### src/rtl/si5340_cfg_sequencer_if.sv
// si5340_cfg_sequencer_if: byte stream from the config sequencer to the
// Si5340 I2C byte master (valid/ready with first/last framing, NACK back).
interface si5340_cfg_sequencer_if #(
  parameter int DATA_WIDTH = 8
);
  logic [DATA_WIDTH-1:0] tdata;
  logic                  tvalid;
  logic                  tready;
  logic                  tfirst;
  logic                  tlast;
  logic                  nack;

  modport master (output tdata, tvalid, tfirst, tlast, input tready, nack);
  modport slave  (input tdata, tvalid, tfirst, tlast, output tready, nack);
endinterface

### src/rtl/si5340_cfg_sequencer.sv
// si5340_cfg_sequencer: walks the Si5340 configuration ROM and emits each
// 24-bit entry as one three-byte write transaction (MSB first) on the byte
// stream, with a settle pause after the preamble word.
// Build option: define CFG_PAUSE_EN to build the settle pause state and its
// 32-bit counter; without it the pause is skipped (bring-up/simulation only).
module si5340_cfg_sequencer #(
  parameter int MEM_WIDTH        = 24,
  parameter int DATA_WIDTH       = 8,
  parameter int WORD_NUMBER      = 326,
  parameter int ADDR_W           = $clog2(WORD_NUMBER),
  parameter int PAUSE_AFTER_WORD = 2,
  parameter int PAUSE_CYCLES     = 37_500_000
) (
  input  logic                  clk_i,
  input  logic                  rst_i,
  input  logic                  start_i,
  output logic [ADDR_W-1:0]     rom_addr_o,
  input  logic [MEM_WIDTH-1:0]  rom_data_i,
  si5340_cfg_sequencer_if.master m,
  output logic                  busy_o,
  output logic                  done_o,
  output logic                  err_o
);

  // Reject parameter sets the datapath cannot represent.
  if (MEM_WIDTH != 3 * DATA_WIDTH || WORD_NUMBER < 1 || WORD_NUMBER > (1 << ADDR_W) ||
      PAUSE_AFTER_WORD < 0 || PAUSE_AFTER_WORD >= WORD_NUMBER || PAUSE_CYCLES < 1) begin : g_param_check
    $error("si5340_cfg_sequencer: illegal parameter combination");
  end

  typedef enum logic [2:0] {IDLE, LOAD, LATCH, SEND, PAUSE, DONE, ERROR} state_t;

  localparam logic [ADDR_W-1:0] LAST_IDX = ADDR_W'(WORD_NUMBER - 1);

  state_t                 state_q, state_d;
  logic [ADDR_W-1:0]      idx_q, idx_d, addr_d;
  logic [1:0]             bcnt_q, bcnt_d;
  logic [MEM_WIDTH-1:0]   word_q;
  logic [DATA_WIDTH-1:0]  tdata_d;
  logic                   tvalid_d, tfirst_d, tlast_d, done_d, err_d;
  logic                   busy, word_end;

`ifdef CFG_PAUSE_EN
  localparam logic [ADDR_W-1:0] PAUSE_IDX  = ADDR_W'(PAUSE_AFTER_WORD);
  localparam logic [31:0]       PAUSE_LOAD = 32'(PAUSE_CYCLES - 1);
  logic [31:0] pcnt_q, pcnt_d;
`endif

  assign busy   = !(state_q inside {IDLE, DONE, ERROR});
  assign busy_o = busy;

  // Next state and next values of every registered output.
  always_comb begin
    state_d  = state_q;
    idx_d    = idx_q;
    addr_d   = rom_addr_o;
    bcnt_d   = bcnt_q;
    tdata_d  = m.tdata;
    tvalid_d = m.tvalid;
    tfirst_d = m.tfirst;
    tlast_d  = m.tlast;
    done_d   = done_o;
    err_d    = err_o;
    word_end = 1'b0;
`ifdef CFG_PAUSE_EN
    pcnt_d   = pcnt_q;
`endif
    if (busy && m.nack) begin
      // NACK wins over a handshake on the same edge.
      state_d  = ERROR;
      tvalid_d = 1'b0;
      tfirst_d = 1'b0;
      tlast_d  = 1'b0;
      err_d    = 1'b1;
    end else begin
      unique case (state_q)
        IDLE, DONE, ERROR: begin
          if (start_i) begin
            state_d = LOAD;
            idx_d   = '0;
            addr_d  = '0;
            done_d  = 1'b0;
            err_d   = 1'b0;
          end
        end
        LOAD: state_d = LATCH;
        LATCH: begin
          state_d  = SEND;
          bcnt_d   = 2'd0;
          tvalid_d = 1'b1;
          tfirst_d = 1'b1;
          tlast_d  = 1'b0;
          tdata_d  = rom_data_i[MEM_WIDTH-1 -: DATA_WIDTH];
        end
        SEND: begin
          if (m.tvalid && m.tready) begin
            unique case (bcnt_q)
              2'd0: begin
                tdata_d  = word_q[2*DATA_WIDTH-1 -: DATA_WIDTH];
                tfirst_d = 1'b0;
                bcnt_d   = 2'd1;
              end
              2'd1: begin
                tdata_d = word_q[DATA_WIDTH-1:0];
                tlast_d = 1'b1;
                bcnt_d  = 2'd2;
              end
              default: begin
                tvalid_d = 1'b0;
                tlast_d  = 1'b0;
`ifdef CFG_PAUSE_EN
                if (idx_q == PAUSE_IDX) begin
                  state_d = PAUSE;
                  pcnt_d  = PAUSE_LOAD;
                end else begin
                  word_end = 1'b1;
                end
`else
                word_end = 1'b1;
`endif
              end
            endcase
          end
        end
`ifdef CFG_PAUSE_EN
        PAUSE: begin
          if (pcnt_q == 32'd0) word_end = 1'b1;
          else                 pcnt_d   = pcnt_q - 32'd1;
        end
`endif
        default: state_d = IDLE;
      endcase
      // A word (and its pause, if any) is finished: stop or fetch the next one.
      if (word_end) begin
        if (idx_q == LAST_IDX) begin
          state_d = DONE;
          done_d  = 1'b1;
        end else begin
          idx_d   = idx_q + 1'b1;
          addr_d  = idx_q + 1'b1;
          state_d = LOAD;
        end
      end
    end
  end

  // Control and output registers; reset drops everything to the idle state.
  always_ff @(posedge clk_i or posedge rst_i) begin
    if (rst_i) begin
      state_q    <= IDLE;
      idx_q      <= '0;
      rom_addr_o <= '0;
      bcnt_q     <= 2'd0;
      m.tdata    <= '0;
      m.tvalid   <= 1'b0;
      m.tfirst   <= 1'b0;
      m.tlast    <= 1'b0;
      done_o     <= 1'b0;
      err_o      <= 1'b0;
    end else begin
      state_q    <= state_d;
      idx_q      <= idx_d;
      rom_addr_o <= addr_d;
      bcnt_q     <= bcnt_d;
      m.tdata    <= tdata_d;
      m.tvalid   <= tvalid_d;
      m.tfirst   <= tfirst_d;
      m.tlast    <= tlast_d;
      done_o     <= done_d;
      err_o      <= err_d;
    end
  end

  // Word register: captures the ROM entry for the bytes that follow the first.
  always_ff @(posedge clk_i) begin
    if (state_q == LATCH) word_q <= rom_data_i;
  end

`ifdef CFG_PAUSE_EN
  // Settle-pause down-counter.
  always_ff @(posedge clk_i or posedge rst_i) begin
    if (rst_i) pcnt_q <= 32'd0;
    else       pcnt_q <= pcnt_d;
  end
`endif

endmodule

### src/flat_wrapper.sv
// flat-port wrapper written by rule: the top's interface ports become plain ports
module si5340_cfg_sequencer_flat 
#(
  parameter int MEM_WIDTH        = 24,
  parameter int DATA_WIDTH       = 8,
  parameter int WORD_NUMBER      = 326,
  parameter int ADDR_W           = $clog2(WORD_NUMBER),
  parameter int PAUSE_AFTER_WORD = 2,
  parameter int PAUSE_CYCLES     = 37_500_000
)
  (clk_i, rst_i, start_i, rom_addr_o, rom_data_i, busy_o, done_o, err_o, m_tdata, m_tvalid, m_tfirst, m_tlast, m_tready, m_nack);
  si5340_cfg_sequencer_if #(.DATA_WIDTH(DATA_WIDTH)) m_i ();
  input  logic clk_i;
  input  logic rst_i;
  input  logic start_i;
  output logic [ADDR_W-1:0] rom_addr_o;
  input  logic [MEM_WIDTH-1:0] rom_data_i;
  output logic busy_o;
  output logic done_o;
  output logic err_o;
  output wire logic [$bits(m_i.tdata)-1:0] m_tdata;
  output wire logic [$bits(m_i.tvalid)-1:0] m_tvalid;
  output wire logic [$bits(m_i.tfirst)-1:0] m_tfirst;
  output wire logic [$bits(m_i.tlast)-1:0] m_tlast;
  input wire logic [$bits(m_i.tready)-1:0] m_tready;
  input wire logic [$bits(m_i.nack)-1:0] m_nack;
  assign m_tdata = m_i.tdata;
  assign m_tvalid = m_i.tvalid;
  assign m_tfirst = m_i.tfirst;
  assign m_tlast = m_i.tlast;
  assign m_i.tready = m_tready;
  assign m_i.nack = m_nack;
  si5340_cfg_sequencer #(.MEM_WIDTH(MEM_WIDTH), .DATA_WIDTH(DATA_WIDTH), .WORD_NUMBER(WORD_NUMBER), .ADDR_W(ADDR_W), .PAUSE_AFTER_WORD(PAUSE_AFTER_WORD), .PAUSE_CYCLES(PAUSE_CYCLES)) u_core (.clk_i(clk_i), .rst_i(rst_i), .start_i(start_i), .rom_addr_o(rom_addr_o), .rom_data_i(rom_data_i), .m(m_i), .busy_o(busy_o), .done_o(done_o), .err_o(err_o));
endmodule
### config.mk
export PLATFORM = sky130hd
export DESIGN_NAME = si5340_cfg_sequencer_flat
export DESIGN_NICKNAME = d
export VERILOG_FILES = /design/src/rtl/si5340_cfg_sequencer_if.sv /design/src/rtl/si5340_cfg_sequencer.sv /design/src/flat_wrapper.sv
export SDC_FILE = /design/constraint.sdc
export NUM_CORES = 1
export LEC_CHECK = 0
export CAP_MARGIN = 5
export CELL_PAD_IN_SITES_DETAIL_PLACEMENT = 1
export CELL_PAD_IN_SITES_GLOBAL_PLACEMENT = 1
export CORE_AREA = 5 5 82 84
export CTS_CLUSTER_DIAMETER = 120
export DETAILED_ROUTE_END_ITERATION = 10
export DIE_AREA = 0 0 87 89
export PLACE_DENSITY_LB_ADDON = 0.1
export SLEW_MARGIN = 20
export SYNTH_ARGS = -nofsm -noshare
export SYNTH_HDL_FRONTEND = slang
export SYNTH_SLANG_ARGS = --single-unit
### constraint.sdc
create_clock -name clk_i -period 3.61 [get_ports clk_i]
set_input_delay 0.361 -clock clk_i [delete_from_list [all_inputs] [get_ports clk_i]]
set_output_delay 0.361 -clock clk_i [all_outputs]
set_load 0.02 [all_outputs]
==> flow_summary.json, run 1 <==
{
  "tightest_slew_ps": 1070,
  "p_per_area_mw_per_mm2": 662.4,
  "start_kind": "flip-flop",
  "max_slew_margin_pct": 28.49,
  "outcome": "completed",
  "crit_chain": "or4b_1 -> o211ai_2 -> and2_1 -> a21o_1",
  "remaining_drc_errors": 0,
  "wire_per_inst_um": 15.33,
  "async_flop_share_pct": 69.23,
  "required_ps": 3860,
  "seq_area_mm2": 0.001381,
  "crit_path_end_kind": "flip-flop",
  "cts_setup_buffers": 0,
  "ant_nets": 0,
  "rsz0062_at_grt": "false",
  "yosys_most_used_dff": "dfrtp_1",
  "insertedDiodeCount": 0,
  "viasPerCell": 5.212,
  "seq_area_frac_synth_pct": 57.92,
  "antenna_found_initial": 0,
  "timing.final.ws_setup_ps": 1130,
  "grt_pass1_vias": 1800,
  "cts_buffers": 5,
  "grt.total_usage_pct": 13.94,
  "grt_pass1_wl_mm": 8.314,
  "gr-usage-met2_pct": 23.12,
  "hold_class": "in -> async",
  "setup_viol": 0,
  "cts_tree": "done",
  "grt-ovfl-total": 0,
  "die_x_um": 87,
  "slowest_stage": "and2_1",
  "worstSetupPathType": "reg -> reg",
  "fillers": 619,
  "min_period_ps": 2480,
  "synth_fp_nets": 235,
  "stdcell_area_mm2": 0.003043,
  "yosysWarnings": 0,
  "clock_skew_ps": 3.790,
  "clk_pin_slew_worst_paths_ps": 90,
  "hold_viol": 0,
  "ctsResizeCount": 0,
  "post-place-ws_ps": 1111,
  "place_hpwl_mm": 3.597,
  "nets": 285,
  "syn_area_per_cell_um2": 11.69,
  "place_area_mm2": 0.002949,
  "design.core.area_mm2": 0.005851,
  "grt_start_max_net_pins": 37,
  "drive_gt1_share_pct": 5.882,
  "ir_worst_vdd_uv": 305.7,
  "die-area_mm2": 0.007743,
  "fin_crit_sh_pct": 68.70,
  "drv_cap": 0,
  "holdWs_ps": 466.3,
  "synth-seq-cells": 52,
  "multi_input_area_um2": 929.6,
  "drt-total-wl_mm": 5.060,
  "cp_max_fo": 17,
  "p_leak_nw": 1.288,
  "synth_edf_count": 16,
  "use_met1_pct": 17.43,
  "insertion_delay_ps": 300,
  "die_h_um": 89,
  "io_buffers": 51,
  "start_util_pct": 40.76,
  "use_met3_pct": 4.424,
  "ios": 52,
  "ctsLongestPathBuffers": 2,
  "cts_htree_levels": 2,
  "place.gp.congestion": 0.7286,
  "fin_tns_setup_ps": 0,
  "synth.distinct_cells": 48,
  "arrival_ps": 2730,
  "firstDrtPassIters": 3,
  "finish.utilization_pct": 52.01,
  "syn_area_mm2": 0.002385,
  "clock_sinks": 52,
  "syn_to_final_growth_pct": 27.60,
  "netlist_instances": 204,
  "via_count": 1720,
  "slew_violations": 0,
  "busiest_layer": "met2",
  "num_rows": 28,
  "hold_buffers": 0,
  "slowest_delay_ps": 650,
  "rrSetupSlack_ps": 1130,
  "first_iter_violations": 57,
  "fmax_ghz": 0.4032,
  "root_buffer": "clkbuf_8"
}
critical path, delay by kind of cell, from the launching register on:
family | cells | cell delay [ps]
AND/OR/NAND/NOR | 2 | 1220
flip-flops | 1 | 430
AO/OA/AOI/OAI | 2 | 760
cell type report:
type	instances	area share [%]
multi-input cells	137	30.55
inverters	5	0.6168
flip-flops and latches	52	45.39
clock inverters	1	0.2467
well taps	75	3.084
clock buffers	7	2.837
repair buffers	53	17.27
cells in the mapped netlist (6+ instances only):
library cell	n	area share, %
dfrtp_1	36	38
a21oi_1	7	1.5
o21ai_0	6	1.3
nand2_1	21	3.3
nor2_1	6	0.94
mux2_1	8	3.8
mux2i_1	9	3.8
edfxtp_1	16	20
a21o_1	13	4.1
nand3_1	6	1.3
o21ai_1	11	2.3
clkbuf_1	6	0.94
final timing paths:
| check | startpoint | to | cells after the start |
|---|---|---|---|
| max in group asynchronous | rst_i | u_core.idx_q[7]$_DFFE_PP0N_ | 3 |
| max | u_core.idx_q[3]$_DFFE_PP0N_ | u_core.idx_q[5]$_DFFE_PP0N_ | 4 |
| min reg2reg | u_core.rom_addr_o[2]$_DFFE_PP0N_ | u_core.rom_addr_o[2]$_DFFE_PP0N_ | 1 |
| min | rst_i | u_core.m.tdata[3]$_DFFE_PP0P_ | 3 |
| max reg2reg | u_core.idx_q[3]$_DFFE_PP0N_ | u_core.idx_q[5]$_DFFE_PP0N_ | 4 |
| min in group clk_i | u_core.rom_addr_o[2]$_DFFE_PP0N_ | u_core.rom_addr_o[2]$_DFFE_PP0N_ | 1 |
layer usage:
metal / wire (µm) / share of wire (%) / up-vias
li1: - / - / 848
met1: 2420 / 48 / 829
met2: 2286 / 45 / 38
met3: 284 / 5.6 / 5
met4: 68 / 1.3 / 0
met5: 0 / 0 / -
power breakdown:
group	internal [mW]	switching [mW]
registers	0.776	0.129
clock network	0.156	0.197
logic	0.342	0.416
total	1.27	0.741
stage by stage:
step | std cells | power [mW]
after detailed placement | 322 | 1.693
after CTS | 330 | 2.050
after floorplan | 204 | 1.405
final | 330 | 2.016
after global placement | 322 | 1.680
after global routing | 330 | 2.158
layout by cell type (no fill, tap or decap), types with 2 or more instances in the layout:
cell type,count
nand2_1,21
o2bb2ai_2,2
inv_1,4
or3_1,3
a21oi_1,7
nand4_1,2
o31ai_1,3
clkdlybuf4s50_1,51
a21o_1,13
and2_1,4
nand2b_1,2
o21ai_1,11
nor2_1,6
clkbuf_8,6
mux2_1,8
ha_1,2
dfrtp_1,36
buf_4,2
a31oi_1,3
nor3b_1,2
edfxtp_1,16
o21ai_0,6
nand3b_1,2
or2_2,2
nand3_1,6
o21a_1,2
mux2i_1,9
o2bb2ai_1,2
flip-flops by register name (all words and copies together) (netlist names):
name / cells
u_core.m.tdata: 8
u_core.err_o: 1
u_core.idx_q: 9
u_core.done_o: 1
u_core.bcnt_q: 2
u_core.m.tlast: 1
u_core.word_q: 16
u_core.state_q: 3
u_core.rom_addr_o: 9
u_core.m.tvalid: 1
u_core.m.tfirst: 1
logic make-up (layout without fill, tap and decap cells):
family	after synthesis	after routing	share of synthesized area, %
muxes	17	17	7.555
xor gates and xnor gates	2	2	0.7347
and+or+nand+nor	57	57	12.38
DFF	52	52	57.92
buffers and inverters	15	66	3.095
adders and majority gates	2	2	1.049
AOI/OAI and AO/OA	59	59	17.26
(Power assumes the default switching activity.)
==> run 2, diff against run 1 <==
--- a/config.mk
+++ b/config.mk
@@ -8,10 +8,10 @@
 export CAP_MARGIN = 5
 export CELL_PAD_IN_SITES_DETAIL_PLACEMENT = 1
 export CELL_PAD_IN_SITES_GLOBAL_PLACEMENT = 1
-export CORE_AREA = 5 5 82 84
+export CORE_AREA = 5 5 85 87
 export CTS_CLUSTER_DIAMETER = 120
 export DETAILED_ROUTE_END_ITERATION = 10
-export DIE_AREA = 0 0 87 89
+export DIE_AREA = 0 0 90 92
 export PLACE_DENSITY_LB_ADDON = 0.1
 export SLEW_MARGIN = 20
 export SYNTH_ARGS = -nofsm -noshare
==> constraint.sdc (replaced) <==
create_clock -name clk_i -period 2.5 [get_ports clk_i]
set_input_delay 0.25 -clock clk_i [delete_from_list [all_inputs] [get_ports clk_i]]
set_output_delay 0.25 -clock clk_i [all_outputs]
set_load 0.02 [all_outputs]
==> flow_summary.json, run 2 (synthesized netlist as in run 1, its figures left out) <==
{
  "place_area_mm2": 0.002989,
  "nets": 290,
  "slowest_delay_ps": 670,
  "ctsLongestPathBuffers": 2,
  "rr_worst_depth": 4,
  "slowest_stage": "clkdlybuf4s50_1",
  "mostFrequentLayoutCells": "51 x clkdlybuf4s50_1, 36 x dfrtp_1, 21 x nand2_1",
  "cts_setup_buffers": 0,
  "top_register": "u_core.word_q",
  "p_per_area_mw_per_mm2": 977.3,
  "layout_commonest_cell": "clkdlybuf4s50_1",
  "firstDrtPassIters": 4,
  "setup_viol": 0,
  "first_iter_violations": 61,
  "start_util_pct": 37.99,
  "viasPerCell": 5.202,
  "hold_buffers": 0,
  "drv_cap": 0,
  "cts_htree_levels": 2,
  "place_hpwl_mm": 4.091,
  "max_slew_margin_pct": 54.47,
  "fmax_ghz": 0.4323,
  "crit_chain": "xor2_1 -> o21ai_1 -> clkdlybuf4s50_1",
  "crit_path_end_kind": "output pin",
  "cp_max_fo": 14,
  "clock_skew_ps": 10.38,
  "die_x_um": 90,
  "start_kind": "flip-flop",
  "rr_startpoint": "u_core.idx_q[3]$_DFFE_PP0N_",
  "tightest_slew_ps": 683.0,
  "grt.total_usage_pct": 13.69,
  "p_leak_nw": 1.322,
  "timing.final.ws_setup_ps": 186.5,
  "cts_tree": "done",
  "critPathBufInv": 1,
  "slew_violations": 0,
  "place.gp.congestion": 0.7712,
  "insertedDiodeCount": 0,
  "reg_top3": "u_core.word_q x16, u_core.idx_q x9, u_core.rom_addr_o x9",
  "drive_gt1_share_pct": 8.077,
  "remaining_drc_errors": 0,
  "hold_viol": 0,
  "clock_sinks": 52,
  "outcome": "completed",
  "fin_tns_setup_ps": 0,
  "rr_endpoint": "u_core.rom_addr_o[5]$_DFFE_PP0N_",
  "ios": 52,
  "cp-startpoint": "u_core.state_q[1]$_DFFE_PP0P_",
  "wire_per_inst_um": 16.32,
  "grt_start_max_net_pins": 19,
  "hold_class": "in -> async",
  "largest_reg_flops": 16,
  "syn_to_final_growth_pct": 30.01,
  "rsz0062_at_grt": "false",
  "insertion_delay_ps": 310,
  "fin_crit_sh_pct": 92.54,
  "arrival_ps": 2060,
  "rrSetupSlack_ps": 420,
  "critPathTopFamily": "buffers and inverters",
  "io_buffers": 51,
  "drt-total-wl_mm": 5.499,
  "clk_pin_slew_worst_paths_ps": 100,
  "ant_nets": 0,
  "path_depth": 3,
  "num_rows": 29,
  "root_buffer": "clkbuf_8",
  "cts_buffers": 5,
  "stdcell_area_mm2": 0.003100,
  "grt_pass1_wl_mm": 9.273,
  "ir_worst_vdd_uv": 475.3,
  "ctsResizeCount": 0,
  "setup.worst_path.end": "busy_o",
  "grt-ovfl-total": 0,
  "required_ps": 2250,
  "via_count": 1753,
  "design.core.area_mm2": 0.006277,
  "holdWs_ps": 302.0,
  "grt_pass1_vias": 1931,
  "die-area_mm2": 0.008280,
  "worstSetupPathType": "reg -> out",
  "die_h_um": 92,
  "post-place-ws_ps": 416.2,
  "antenna_found_initial": 0,
  "min_period_ps": 2313
}
[run 2: final cells by class]
type	instances	area [µm²]
Clock buffer	5	68.82
Clock inverter	3	42.54
Fill cell	672	3177
Inverter	5	18.77
Multi-Input combinational cell	137	929.6
Sequential cell	52	1381
Tap cell	77	96.34
Timing Repair Buffer	58	563.0
[run 2: routing by layer]
layer / track usage (%) / part of all wire (%) / vias up
met3: 4.501 / 6.6 / 6
met1: 16.29 / 44 / 847
met5: 0 / 0 / -
li1: - / - / 855
met2: 23.35 / 48 / 45
met4: 4.591 / 1.4 / 0
[run 2: how the worst min path moves through the flow]
stage | start | endpoint | slack, ps | cells after the start
after floorplan | start_i | u_core.state_q[2]$_DFFE_PP0P_ | 350 | 1
after CTS | rst_i | u_core.m.tdata[6]$_DFFE_PP0P_ | 330 | 2
after global placement | u_core.rom_addr_o[0]$_DFFE_PP0N_ | u_core.rom_addr_o[0]$_DFFE_PP0N_ | 460 | 1
final | rst_i | u_core.m.tdata[6]$_DFFE_PP0P_ | 300 | 2
after detailed placement | u_core.rom_addr_o[0]$_DFFE_PP0N_ | u_core.rom_addr_o[0]$_DFFE_PP0N_ | 470 | 1
after global routing | rst_i | u_core.m.tdata[6]$_DFFE_PP0P_ | 360 | 2
[run 2: stage by stage]
stage	cells	utilization (%)	total power, mW
after floorplan	204	-	2.029
after global placement	329	47.62	2.449
after detailed placement	329	47.62	2.474
after CTS	337	49.39	3.072
after global routing	337	49.39	3.228
final	337	49.39	3.030
[run 2: report_power, final]
part | internal [mW] | switching, mW | total [mW]
combinational | 0.512 | 0.620 | 1.13
sequential | 1.12 | 0.194 | 1.32
clock | 0.297 | 0.286 | 0.582
==> run 3, diff against run 2 <==
--- a/config.mk
+++ b/config.mk
@@ -8,10 +8,10 @@
 export CAP_MARGIN = 5
 export CELL_PAD_IN_SITES_DETAIL_PLACEMENT = 1
 export CELL_PAD_IN_SITES_GLOBAL_PLACEMENT = 1
-export CORE_AREA = 5 5 85 87
+export CORE_AREA = 2 2 82 84
 export CTS_CLUSTER_DIAMETER = 120
 export DETAILED_ROUTE_END_ITERATION = 10
-export DIE_AREA = 0 0 90 92
+export DIE_AREA = 0 0 84 86
 export PLACE_DENSITY_LB_ADDON = 0.1
 export SLEW_MARGIN = 20
 export SYNTH_ARGS = -nofsm -noshare
==> flow_summary.json, run 3 (synthesized netlist as in run 1, its figures left out) <==
{
  "p_leak_nw": 1.297,
  "wire_per_inst_um": 14.58,
  "reg_top3": "u_core.word_q x16, u_core.idx_q x9, u_core.rom_addr_o x9",
  "drv_cap": 0,
  "antenna_found_initial": 0,
  "grt_start_max_net_pins": 37,
  "fin_crit_sh_pct": 92.71,
  "outcome": "completed",
  "max_slew_margin_pct": 56.40,
  "power_frac_seq_pct": 45.3,
  "switching_share_pct": 36.64,
  "die_h_um": 86,
  "p_per_area_mw_per_mm2": 942.3,
  "num_rows": 29,
  "finish.utilization_pct": 48.71,
  "drt-total-wl_mm": 4.884,
  "ant_nets": 0,
  "remaining_drc_errors": 0,
  "layout_commonest_cell": "clkdlybuf4s50_1",
  "fin_tns_setup_ps": 0,
  "required_ps": 2250,
  "ctsResizeCount": 0,
  "cts_tree": "done",
  "cts_buffers": 5,
  "ios": 52,
  "top_register": "u_core.word_q",
  "rrSetupSlack_ps": 470,
  "tightest_slew_ps": 654.1,
  "cts_htree_levels": 2,
  "hold_viol": 0,
  "pwr-share-comb_pct": 38.6,
  "arrival_ps": 2070,
  "first_iter_violations": 63,
  "setup_viol": 0,
  "ctsLongestPathBuffers": 2,
  "insertedDiodeCount": 0,
  "die-area_mm2": 0.007224,
  "firstDrtPassIters": 4,
  "fillers": 677,
  "clk_pin_slew_worst_paths_ps": 90,
  "holdWs_ps": 354.6,
  "die_x_um": 84,
  "p_total_mw": 2.881,
  "hold_class": "in -> async",
  "clock_sinks": 52,
  "ir_worst_vdd_uv": 419.8,
  "start_util_pct": 37.99,
  "cts_setup_buffers": 0,
  "syn_to_final_growth_pct": 28.23,
  "worstSetupPathType": "reg -> out",
  "internal-power_mw": 1.826,
  "min_period_ps": 2318,
  "switching_power_mw": 1.056,
  "grt_pass1_wl_mm": 8.569,
  "hold_buffers": 0,
  "slew_violations": 0,
  "start_kind": "flip-flop",
  "cp_max_fo": 14,
  "via_count": 1741,
  "insertion_delay_ps": 300,
  "root_buffer": "clkbuf_8",
  "clock_skew_ps": 6.633,
  "place_hpwl_mm": 3.588,
  "viasPerCell": 5.197,
  "grt_pass1_vias": 1851,
  "grt.total_usage_pct": 14.75,
  "drive_gt1_share_pct": 6.589,
  "crit_path_end_kind": "output pin",
  "place.gp.congestion": 0.7384,
  "design.core.area_mm2": 0.006277,
  "io_buffers": 51,
  "fmax_ghz": 0.4315,
  "nets": 288,
  "rsz0062_at_grt": "false",
  "largest_reg_flops": 16,
  "mostFrequentLayoutCells": "51 x clkdlybuf4s50_1, 36 x dfrtp_1, 21 x nand2_1",
  "grt-ovfl-total": 0,
  "pwr-share-clk_pct": 16.0
}
-- run 3: changes by cell type in the layout (fill, tap and decap cells not counted) --
cell | before | now
bufinv_16 | 1 | 0
buf_4 | 7 | 5
clkinv_2 | 1 | 0
clkinv_1 | 0 | 1
clkbuf_1 | 0 | 1
-- run 3: metal layers --
| metal | wire, µm | global-route usage, % |
|---|---|---|
| met3 | 246 | 5.005 |
| met2 | 2386 | 25.16 |
| met4 | 28 | 3.079 |
| met1 | 2223 | 18.36 |
| met5 | 0 | 0 |
-- run 3: cell type report --
cell class	instances	area, µm²	share of cell area [%]
flip-flops and latches	52	1381	45.17
clock buffers	6	72.57	2.373
well taps	77	96.34	3.151
inverters	5	18.77	0.6137
multi-input cells	137	929.6	30.40
repair buffers	56	548.0	17.92
clock inverters	2	11.26	0.3682
-- run 3: metrics by stage --
step	worst slack, ps	cell area (µm²)	instances
final	182.2	3058	335
after CTS	174.2	3058	335
after detailed placement	424.7	2974	327
after floorplan	655.7	2385	204
after global routing	57.00	3058	335
after global placement	436.3	2974	327
-- run 3: critical path: stages, from the launching register on --
cell and delay (ps):
dfrtp_1 540, xor2_1 240, o21ai_1 310, clkdlybuf4s50_1 670
-- run 3: worst paths after layout --
kind	depth (start not counted)	from	to
min reg2reg	1	u_core.rom_addr_o[6]$_DFFE_PP0N_	u_core.rom_addr_o[6]$_DFFE_PP0N_
max reg2reg	4	u_core.idx_q[3]$_DFFE_PP0N_	u_core.idx_q[4]$_DFFE_PP0N_
max	3	u_core.state_q[1]$_DFFE_PP0P_	busy_o
min in group clk_i	1	u_core.rom_addr_o[6]$_DFFE_PP0N_	u_core.rom_addr_o[6]$_DFFE_PP0N_
max in group asynchronous	3	rst_i	u_core.m.tdata[6]$_DFFE_PP0P_
min	3	rst_i	u_core.m.tfirst$_DFFE_PP0P_
-- run 3: power groups by stage --
stage / Clock [mW] / Sequential (mW) / Combinational (mW)
6_report: 0.462 / 1.31 / 1.11
5_1_grt: 0.526 / 1.35 / 1.24
4_1_cts: 0.492 / 1.31 / 1.14
3_5_place_dp: 0 / 1.33 / 1.13
3_3_place_gp: 0 / 1.32 / 1.11
2_1_floorplan: 0 / 1.36 / 0.671
